## config.mk

```make
export PLATFORM = sky130hd
export DESIGN_NAME = burst_axi_reader
export DESIGN_NICKNAME = d
export VERILOG_FILES = /design/src/rtl/burst_axi_reader.sv
export SDC_FILE = /design/constraint.sdc
export NUM_CORES = 1
export LEC_CHECK = 0
export ABC_AREA = 0
export ABC_CLOCK_PERIOD_IN_PS = 2300
export BUFFER_PORTS_ARGS = -buffer_cell sky130_fd_sc_hd__buf_2
export CORE_AREA = 2 2 472 474
export CTS_CLUSTER_SIZE = 14
export DETAILED_ROUTE_END_ITERATION = 16
export DIE_AREA = 0 0 474 476
export GPL_TIMING_DRIVEN = 0
export PLACE_DENSITY_LB_ADDON = 0.3
export SYNTH_ARGS = -nofsm -noshare
export SYNTH_HDL_FRONTEND = slang
export SYNTH_SLANG_ARGS = --single-unit
```

## constraint.sdc

```tcl
create_clock -name clk -period 2.3 [get_ports clk]
set_clock_uncertainty 0.05 [all_clocks]
set_input_delay 0.115 -clock clk [delete_from_list [all_inputs] [get_ports clk]]
set_output_delay 0.115 -clock clk [all_outputs]
set_load 0.01 [all_outputs]
```

## src/rtl/burst_axi_reader.sv

```systemverilog
// burst_axi_reader: executes one AXI4 INCR read burst per command and streams
// the returned 64-byte beats straight through to the action datapath.
// One burst outstanding at a time; termination is by beat count, rlast is only
// checked. Protocol, response, 4 KB and overrun anomalies raise sticky flags.
module burst_axi_reader #(
    parameter int              DATA_W = 512,
    parameter int              ID_W   = 4,
    parameter logic [ID_W-1:0] RD_ID  = {ID_W{1'b0}}
) (
    input  logic              clk,
    input  logic              rst_n,
    input  logic              burst_start,
    input  logic [63:0]       burst_addr,
    input  logic [7:0]        burst_len,
    output logic              burst_done,
    output logic [ID_W-1:0]   m_axi_arid,
    output logic [63:0]       m_axi_araddr,
    output logic [7:0]        m_axi_arlen,
    output logic [2:0]        m_axi_arsize,
    output logic [1:0]        m_axi_arburst,
    output logic              m_axi_arvalid,
    input  logic              m_axi_arready,
    input  logic [ID_W-1:0]   m_axi_rid,
    input  logic [DATA_W-1:0] m_axi_rdata,
    input  logic [1:0]        m_axi_rresp,
    input  logic              m_axi_rlast,
    input  logic              m_axi_rvalid,
    output logic              m_axi_rready,
    output logic [DATA_W-1:0] dout_data,
    output logic              dout_last,
    output logic              dout_valid,
    input  logic              dout_ready,
    output logic              err_resp,
    output logic              err_proto,
    output logic              err_4kb,
    output logic              err_overrun
);

    typedef enum logic [4:0] {
        S_IDLE = 5'b00001,
        S_ADDR = 5'b00010,
        S_DATA = 5'b00100,
        S_NULL = 5'b01000,
        S_DONE = 5'b10000
    } state_t;

    state_t      state_r;
    logic [63:0] araddr_r;
    logic [7:0]  arlen_r;
    logic [7:0]  len_q_r;
    logic [6:0]  beat_cnt_r;
    logic        arvalid_r;
    logic        burst_done_r;
    logic        err_resp_r;
    logic        err_proto_r;
    logic        err_4kb_r;
    logic        err_overrun_r;

    logic        in_data_s;
    logic        final_s;
    logic        beat_acc_s;
    logic        resp_bad_s;
    logic        proto_bad_s;

    // True when a burst starting at 64-byte line 'line' with 'len' beats runs
    // past the end of its 4 KB page (4 KB holds exactly 64 beats).
    function automatic logic crosses_4kb(input logic [5:0] line, input logic [7:0] len);
        logic [8:0] sum;
        sum = {3'b000, line} + {1'b0, len};
        return (sum > 9'd64);
    endfunction

    assign in_data_s   = (state_r == S_DATA);
    assign final_s     = ({1'b0, beat_cnt_r} == (len_q_r - 8'd1));
    assign beat_acc_s  = in_data_s & m_axi_rvalid & dout_ready;
    assign resp_bad_s  = (m_axi_rresp >= 2'b10);
    assign proto_bad_s = (m_axi_rlast != final_s) | (m_axi_rid != RD_ID);

    // R channel is a zero-latency pass-through, gated by the DATA state so that
    // nothing is accepted or presented outside a burst (including in reset).
    assign m_axi_rready  = in_data_s & dout_ready;
    assign dout_valid    = in_data_s & m_axi_rvalid;
    assign dout_last     = in_data_s & final_s;
    assign dout_data     = m_axi_rdata;

    assign m_axi_arid    = RD_ID;
    assign m_axi_arsize  = 3'b110;
    assign m_axi_arburst = 2'b01;
    assign m_axi_araddr  = araddr_r;
    assign m_axi_arlen   = arlen_r;
    assign m_axi_arvalid = arvalid_r;
    assign burst_done    = burst_done_r;
    assign err_resp      = err_resp_r;
    assign err_proto     = err_proto_r;
    assign err_4kb       = err_4kb_r;
    assign err_overrun   = err_overrun_r;

    // Burst control FSM: command capture, AR issue, beat counting, done pulse and sticky error flags.
    always_ff @(posedge clk or negedge rst_n) begin
        if (!rst_n) begin
            state_r       <= S_IDLE;
            araddr_r      <= 64'd0;
            arlen_r       <= 8'd0;
            len_q_r       <= 8'd0;
            beat_cnt_r    <= 7'd0;
            arvalid_r     <= 1'b0;
            burst_done_r  <= 1'b0;
            err_resp_r    <= 1'b0;
            err_proto_r   <= 1'b0;
            err_4kb_r     <= 1'b0;
            err_overrun_r <= 1'b0;
        end else begin
            case (state_r)
                S_IDLE: begin
                    burst_done_r <= 1'b0;
                    if (burst_start) begin
                        araddr_r      <= burst_addr & ~64'h0000_0000_0000_003F;
                        len_q_r       <= burst_len;
                        arlen_r       <= burst_len - 8'd1;
                        err_resp_r    <= 1'b0;
                        err_proto_r   <= 1'b0;
                        err_overrun_r <= 1'b0;
                        err_4kb_r     <= crosses_4kb(burst_addr[11:6], burst_len);
                        if (burst_len == 8'd0) begin
                            state_r <= S_NULL;
                        end else begin
                            state_r   <= S_ADDR;
                            arvalid_r <= 1'b1;
                        end
                    end else begin
                        state_r <= S_IDLE;
                    end
                end
                S_ADDR: begin
                    if (m_axi_arready) begin
                        arvalid_r  <= 1'b0;
                        beat_cnt_r <= 7'd0;
                        state_r    <= S_DATA;
                    end else begin
                        arvalid_r <= 1'b1;
                    end
                end
                S_DATA: begin
                    if (beat_acc_s) begin
                        beat_cnt_r <= beat_cnt_r + 7'd1;
                        if (resp_bad_s) begin
                            err_resp_r <= 1'b1;
                        end
                        if (proto_bad_s) begin
                            err_proto_r <= 1'b1;
                        end
                        if (final_s) begin
                            state_r      <= S_DONE;
                            burst_done_r <= 1'b1;
                        end else begin
                            state_r <= S_DATA;
                        end
                    end else begin
                        state_r <= S_DATA;
                    end
                end
                S_NULL: begin
                    state_r      <= S_DONE;
                    burst_done_r <= 1'b1;
                end
                S_DONE: begin
                    state_r      <= S_IDLE;
                    burst_done_r <= 1'b0;
                end
                default: begin
                    state_r      <= S_IDLE;
                    arvalid_r    <= 1'b0;
                    burst_done_r <= 1'b0;
                end
            endcase
            // A command outside IDLE is dropped; only the flag records it.
            if (burst_start && (state_r != S_IDLE)) begin
                err_overrun_r <= 1'b1;
            end
        end
    end

endmodule

```

After elaboration in Yosys (flattened, before gate mapping)
Index checks and enable logic that the tools add are counted.
{ "word_totals": {"register_bits": 92, "word_cells": 79, "in_bits": 597} }
{ "classes": {"eq_ne": 15, "bitwise_logic": 7, "n_reduce_logical": 15, "muxes": 25, "n_addsub": 4, "n_lt_le_gt_ge": 2} }
{ "ops": {"columns": ["operator", "n"], "rows": [
  ["5-bit two-way mux", 4],
  ["5-bit one-hot mux with 4 select lines", 1],
  ["8-bit by 1-bit subtractor with 8-bit output, second input constant", 2],
  ["7-bit two-way mux", 2],
  ["7-bit one-hot mux with 2 select lines", 1],
  ["1-bit two-way mux", 12],
  ["6-bit by 8-bit adder with 9-bit output", 1],
  ["9-bit by 7-bit > comparator with 1-bit output, second input constant", 1],
  ["3-bit AND reduction", 3],
  ["7-bit by 8-bit equality test with 1-bit output", 1],
  ["8-bit zero test", 1],
  ["2-bit by 1-bit != test with 1-bit output, second input constant", 4],
  ["4-bit AND reduction", 2],
  ["2-bit nonzero test", 4],
  ["7-bit by 1-bit adder with 7-bit output, second input constant", 1],
  ["2-bit != test, second input constant", 3],
  ["1-bit one-hot mux with 3 select lines", 2],
  ["5-bit by 1-bit equality test with 1-bit output, second input constant", 1],
  ["5-bit by 2-bit equality test with 1-bit output, second input constant", 1],
  ["5-bit by 3-bit equality test with 1-bit output, second input constant", 1],
  ["5-bit by 4-bit equality test with 1-bit output, second input constant", 1],
  ["5-bit equality test, second input constant", 1],
  ["5-bit by 1-bit != test with 1-bit output, second input constant", 1],
  ["1-bit bitwise AND", 4],
  ["other kinds (10)", 13]
]} }

Depth between registers and ports, before layout
{ "logic_depth": {"word_depth": 7, "ltp_mapped": 9} }

Least setup slack after synthesis
No wires, ideal clock.
{ "synth_path": {"path_type": "register -> register", "start": "reg len_q_r[0]", "end": "reg state_r[2]", "period_less_slack_ps": 2320, "n_path_buf": 0, "slack_ps": -20, "path_stages_with_launch": 7, "arrival_time_ps": 2150, "t_required_ps": 2130, "cell_sequence": "dfrtp_1 -> or4_4 -> or3_4 -> a2111oi_4 -> o2111ai_2 -> nand2b_1 -> and3_1"} }
{ "synth_between": {"elab_chain_len": 5} }
{ "synth_lines": {"columns": ["element", "line", "source"], "rows": [
  ["from (decl)", "50", "logic [7:0] len_q_r;"],
  ["from (signal assigned)", "118", "len_q_r <= burst_len;"],
  ["8-bit by 1-bit subtractor with 8-bit output", "74", "assign final_s = ({1'b0, beat_cnt_r} == (len_q_r - 8'd1));"],
  ["7-bit by 8-bit equality test with 1-bit output", "74", null],
  ["5-bit two-way mux", "152", "if (final_s) begin"],
  ["5-bit two-way mux", "144", "if (beat_acc_s) begin"],
  ["5-bit one-hot mux with 4 select lines", "113", "case (state_r)"],
  ["to (signal assigned)", "153", "state_r <= S_DONE;"],
  ["to (signal assigned)", "156", "state_r <= S_DATA;"],
  ["to (signal assigned)", "159", "state_r <= S_DATA;"],
  ["to (decl)", "47", "state_t state_r;"]
]} }
Every way passes these cells.
A chain may end at the register's enable or synchronous reset.

Worst setup path after layout
{ "layout_path": {"start": "reg len_q_r[0]", "end": "out dout_last"} }
{ "layout_between": {"elab_chain_len": 3} }
{ "layout_lines": {"columns": ["element", "line", "source"], "rows": [
  ["8-bit by 1-bit subtractor with 8-bit output", "74", null],
  ["7-bit by 8-bit equality test with 1-bit output", "74", null],
  ["1-bit bitwise AND", "83", "assign dout_last = in_data_s & final_s;"],
  ["to (decl)", "30", "output logic dout_last,"]
]} }
Every way passes these cells.

==> qor.yml <==
synth:
  synthArstFlopShare: 1.00
  syn-instance-count: 1017
  synth_edf_count: 0
  yosys_warnings: 0
  synth_top_flop_cell: "dfrtp_1"
  synth_top_area_frac: 0.480
  synth_seq_cells: 92
  yosysUniqueCellTypes: 46
  netlist_area_um2: 8240
  yosysSeqAreaShare: 0.279
  ys_top_cells_by_area: "buf_4, dfrtp_1, nand2_1"
  synth.largest_area_cell: "buf_4"
  avgSynthCellArea_um2: 8.10
sta:
  fin_ws_ns: -0.472
  period_share: 1.21
  period_needed_ns: 2.77
  finalSetupViolations: 5
  worst_pin_slew_ns: 0.585
  hold_viol_final: 0
  rsz0062_at_grt: "yes"
  max_freq_mhz: 361
  maxSlewHeadroom: 0.610
  drv_slew: 0
cells_and_area:
  area_delta_synth_final_pct: 103
  drive_above_1_share: 0.697
  instances_no_fill: 4805
  nets: 2386
  nFillCells: 26000
power:
  p_leak_nw: 8.02
  p_per_area_nw_per_um2: 612
  peakVddDrop_v: 0.000369
  p_total_mw: 10.2
route:
  firstDrtPassIters: 5
  drcViolationCount: 0
  drtAntennaViolNets: 0
  drt_wl_total_mm: 101
  wl_per_cell_um: 21.0
  drtIter0Drc: 449
  viasPerCell: 2.05
  route.vias.total: 9869
run_status:
  violations: "negative setup slack"
  status: "finished, violations left"
global_routing:
  grt_max_degree: 50
  grt_pass1_wl_mm: 116
  antenna_found_initial: 163
  grt_overflow: 0
  grtUsageTotal: 0.0848
  grt_pass1_vias: 9189
floorplan:
  core_um2: 221000
  ioPinCount: 1199
  num_rows: 173
  start_util: 0.0373
  die_h_um: 476
  die_x_um: 474
  die-area_um2: 226000
clock_network:
  cts-root-buf: "clkbuf_16"
  clock_latency_ns: 0.43
  cts_tree: "built"
  htreeDepth: 3
  clk_pin_slew_worst_paths_ns: 0.11
  cts_sinks: 92
  clockBufferDepth: 2
  numCtsBuffers: 9
job:
  drv_cap: 0
critical_path:
  crit_path_end_kind: "output pin"
  start_kind: "register"
  crit_chain: "or4_4, or3_4, a2111oi_4, o2111ai_4, nor3_2, buf_2"
  crit_fanout: 3
  critical_path_class: "register to output pin"
  cp_top_family: "simple AND/OR/NAND/NOR gates"
  crit_path_top_delay_cell: "or4_4"
  critPathMaxStageDelay_ns: 0.54
  critPathArrivalTime_ns: 2.61
  cp_num_buf_inv: 1
  worst_ep_required_time_ns: 2.13
min_path:
  hold_class: "input port to register"
placed_design:
  pre_cts_slack_ns: -1.92
  port_buffers: 663
  place_inst: 4670
  place.gp.congestion: 0.917
  place_hpwl_mm: 93.9
==> path summary, 6_finish.rpt <==
check / cells past startpoint / startpoint / slack, ns / endpoint
hold / removal: 3 / m_axi_rid[0] / 0.02 / err_proto
min in group asynchronous: 2 / rst_n / 0.14 / m_axi_arlen[6]
hold reg to reg: 2 / m_axi_araddr[15] / 0.42 / m_axi_araddr[15]
setup / recovery: 6 / len_q_r[0] / -0.47 / dout_last
max in group asynchronous: 3 / rst_n / 1.25 / m_axi_araddr[20]
setup reg to reg: 8 / len_q_r[0] / -0.34 / err_proto
==> cell usage after synthesis, types with 2 or more instances <==
master and n:
a211oi_1 2, a21oi_1 11, a311oi_1 2, and3_1 7, buf_4 527, clkbuf_1 21, conb_1 2, dfrtp_1 91
ha_1 9, inv_1 8, nand2_1 212, nand2b_1 6, nand3_1 6, nand3b_1 4, nand4_1 2, nor2_1 22
nor2b_1 2, nor3_1 12, o21ai_0 17, or3_1 4, or4_1 2, xnor2_1 11, xor2_1 14
==> layout make-up <==
type	count	area [um2]	area share
Antenna cell	46	115	0.00689
Sequential cell	92	2310	0.138
Clock inverter	7	71.3	0.00427
Timing Repair Buffer	743	4140	0.248
Tap cell	2975	3720	0.223
Buffer	545	4110	0.246
Multi-Input combinational cell	380	1990	0.119
Inverter	8	30.0	0.00180
Clock buffer	9	225	0.0135
==> worst reg2reg max path: stages, from the launching register on <==
cell and delay, ns:
dfrtp_1 0.39, or4_4 0.54, or3_4 0.35, a2111oi_4 0.38, o2111ai_4 0.22, buf_4 0.19
buf_6 0.11, xor2_1 0.13, a41oi_1 0.19
==> registers in the layout (all words and copies together), names as in the netlist <==
| name | cells |
|---|---|
| state_r | 5 |
| err_resp | 1 |
| err_proto | 1 |
| m_axi_arlen | 8 |
| m_axi_araddr | 58 |
| m_axi_arvalid | 1 |
| err_overrun | 1 |
| beat_cnt_r | 7 |
| burst_done | 1 |
| err_4kb | 1 |
| len_q_r | 8 |
==> cells in the final DEF, fill, tap and decap left out, types with 2 or more instances in the layout <==
| master | instances |
|---|---|
| diode_2 | 46 |
| xor2_1 | 14 |
| or3_1 | 3 |
| buf_2 | 662 |
| nand2_1 | 211 |
| clkbuf_4 | 5 |
| o21ai_0 | 17 |
| a211oi_1 | 2 |
| dfrtp_2 | 2 |
| a311oi_1 | 2 |
| nor3_1 | 10 |
| dfrtp_1 | 89 |
| buf_4 | 534 |
| clkbuf_16 | 11 |
| nor2_1 | 22 |
| nand2b_1 | 5 |
| buf_6 | 4 |
| conb_1 | 15 |
| nor2b_1 | 2 |
| clkbuf_2 | 2 |
| nand4_1 | 2 |
| nand3_1 | 6 |
| or4_4 | 2 |
| nand3b_1 | 4 |
| a2111oi_4 | 2 |
| inv_1 | 8 |
| xnor2_1 | 11 |
| clkinvlp_4 | 2 |
| ha_1 | 8 |
| clkbuf_1 | 5 |
| clkinv_4 | 2 |
| dlygate4sd3_1 | 71 |
| a21oi_1 | 10 |
| or3_4 | 2 |
| and3_1 | 7 |
| inv_8 | 2 |
==> where the power goes <==
part	internal (mW)	leakage (nW)	switching [mW]
logic	2.25	6.74	3.46
clock network	0.766	0.139	0.983
registers	2.32	1.15	0.445
total	5.34	8.02	4.89
==> logic make-up after synthesis <==
| logic type | synth area share |
|---|---|
| compound gates | 0.0355 |
| xor+xnor | 0.0266 |
| fa+ha+maj | 0.0161 |
| buf+inv | 0.494 |
| flops | 0.279 |
| mux | 0.00121 |
| other cells | 0.000911 |
| simple gates | 0.146 |
==> per-layer routing <==
metal	GRT usage	vias up	wire length [um]
met2	0.138	973	46100
met5	0.00661	-	942
li1	-	4216	-
met3	0.0711	229	18900
met4	0.0296	120	3380
met1	0.0771	4331	31600
==> repair_timing <==
item                                    4_1_cts  5_1_grt
setup buffers                                 6        1
endpoints found under the setup margin       82       57
pin swaps                                     4        2
resized for setup                            34       14
cloned                                        0        0
hold endpoints to repair                    125        0
hold buffers                                 71        0
==> per-stage QoR <==
stage / area, um2 / setup TNS (ns) / util / hold WS (ns)
after CTS: 16600 / -1.11 / 0.0749 / 0.00151
after global routing: 16600 / -1.94 / 0.0753 / 0.0283
after detailed placement: 15400 / -61.39 / 0.0696 / 0.0408
after global placement: 15300 / -206.47 / 0.0694 / 0.262
after floorplan: 8300 / 0 / - / -0.231
final: 16700 / -1.52 / 0.0756 / 0.0190
Note: power is estimated with default switching activity, not from simulation.
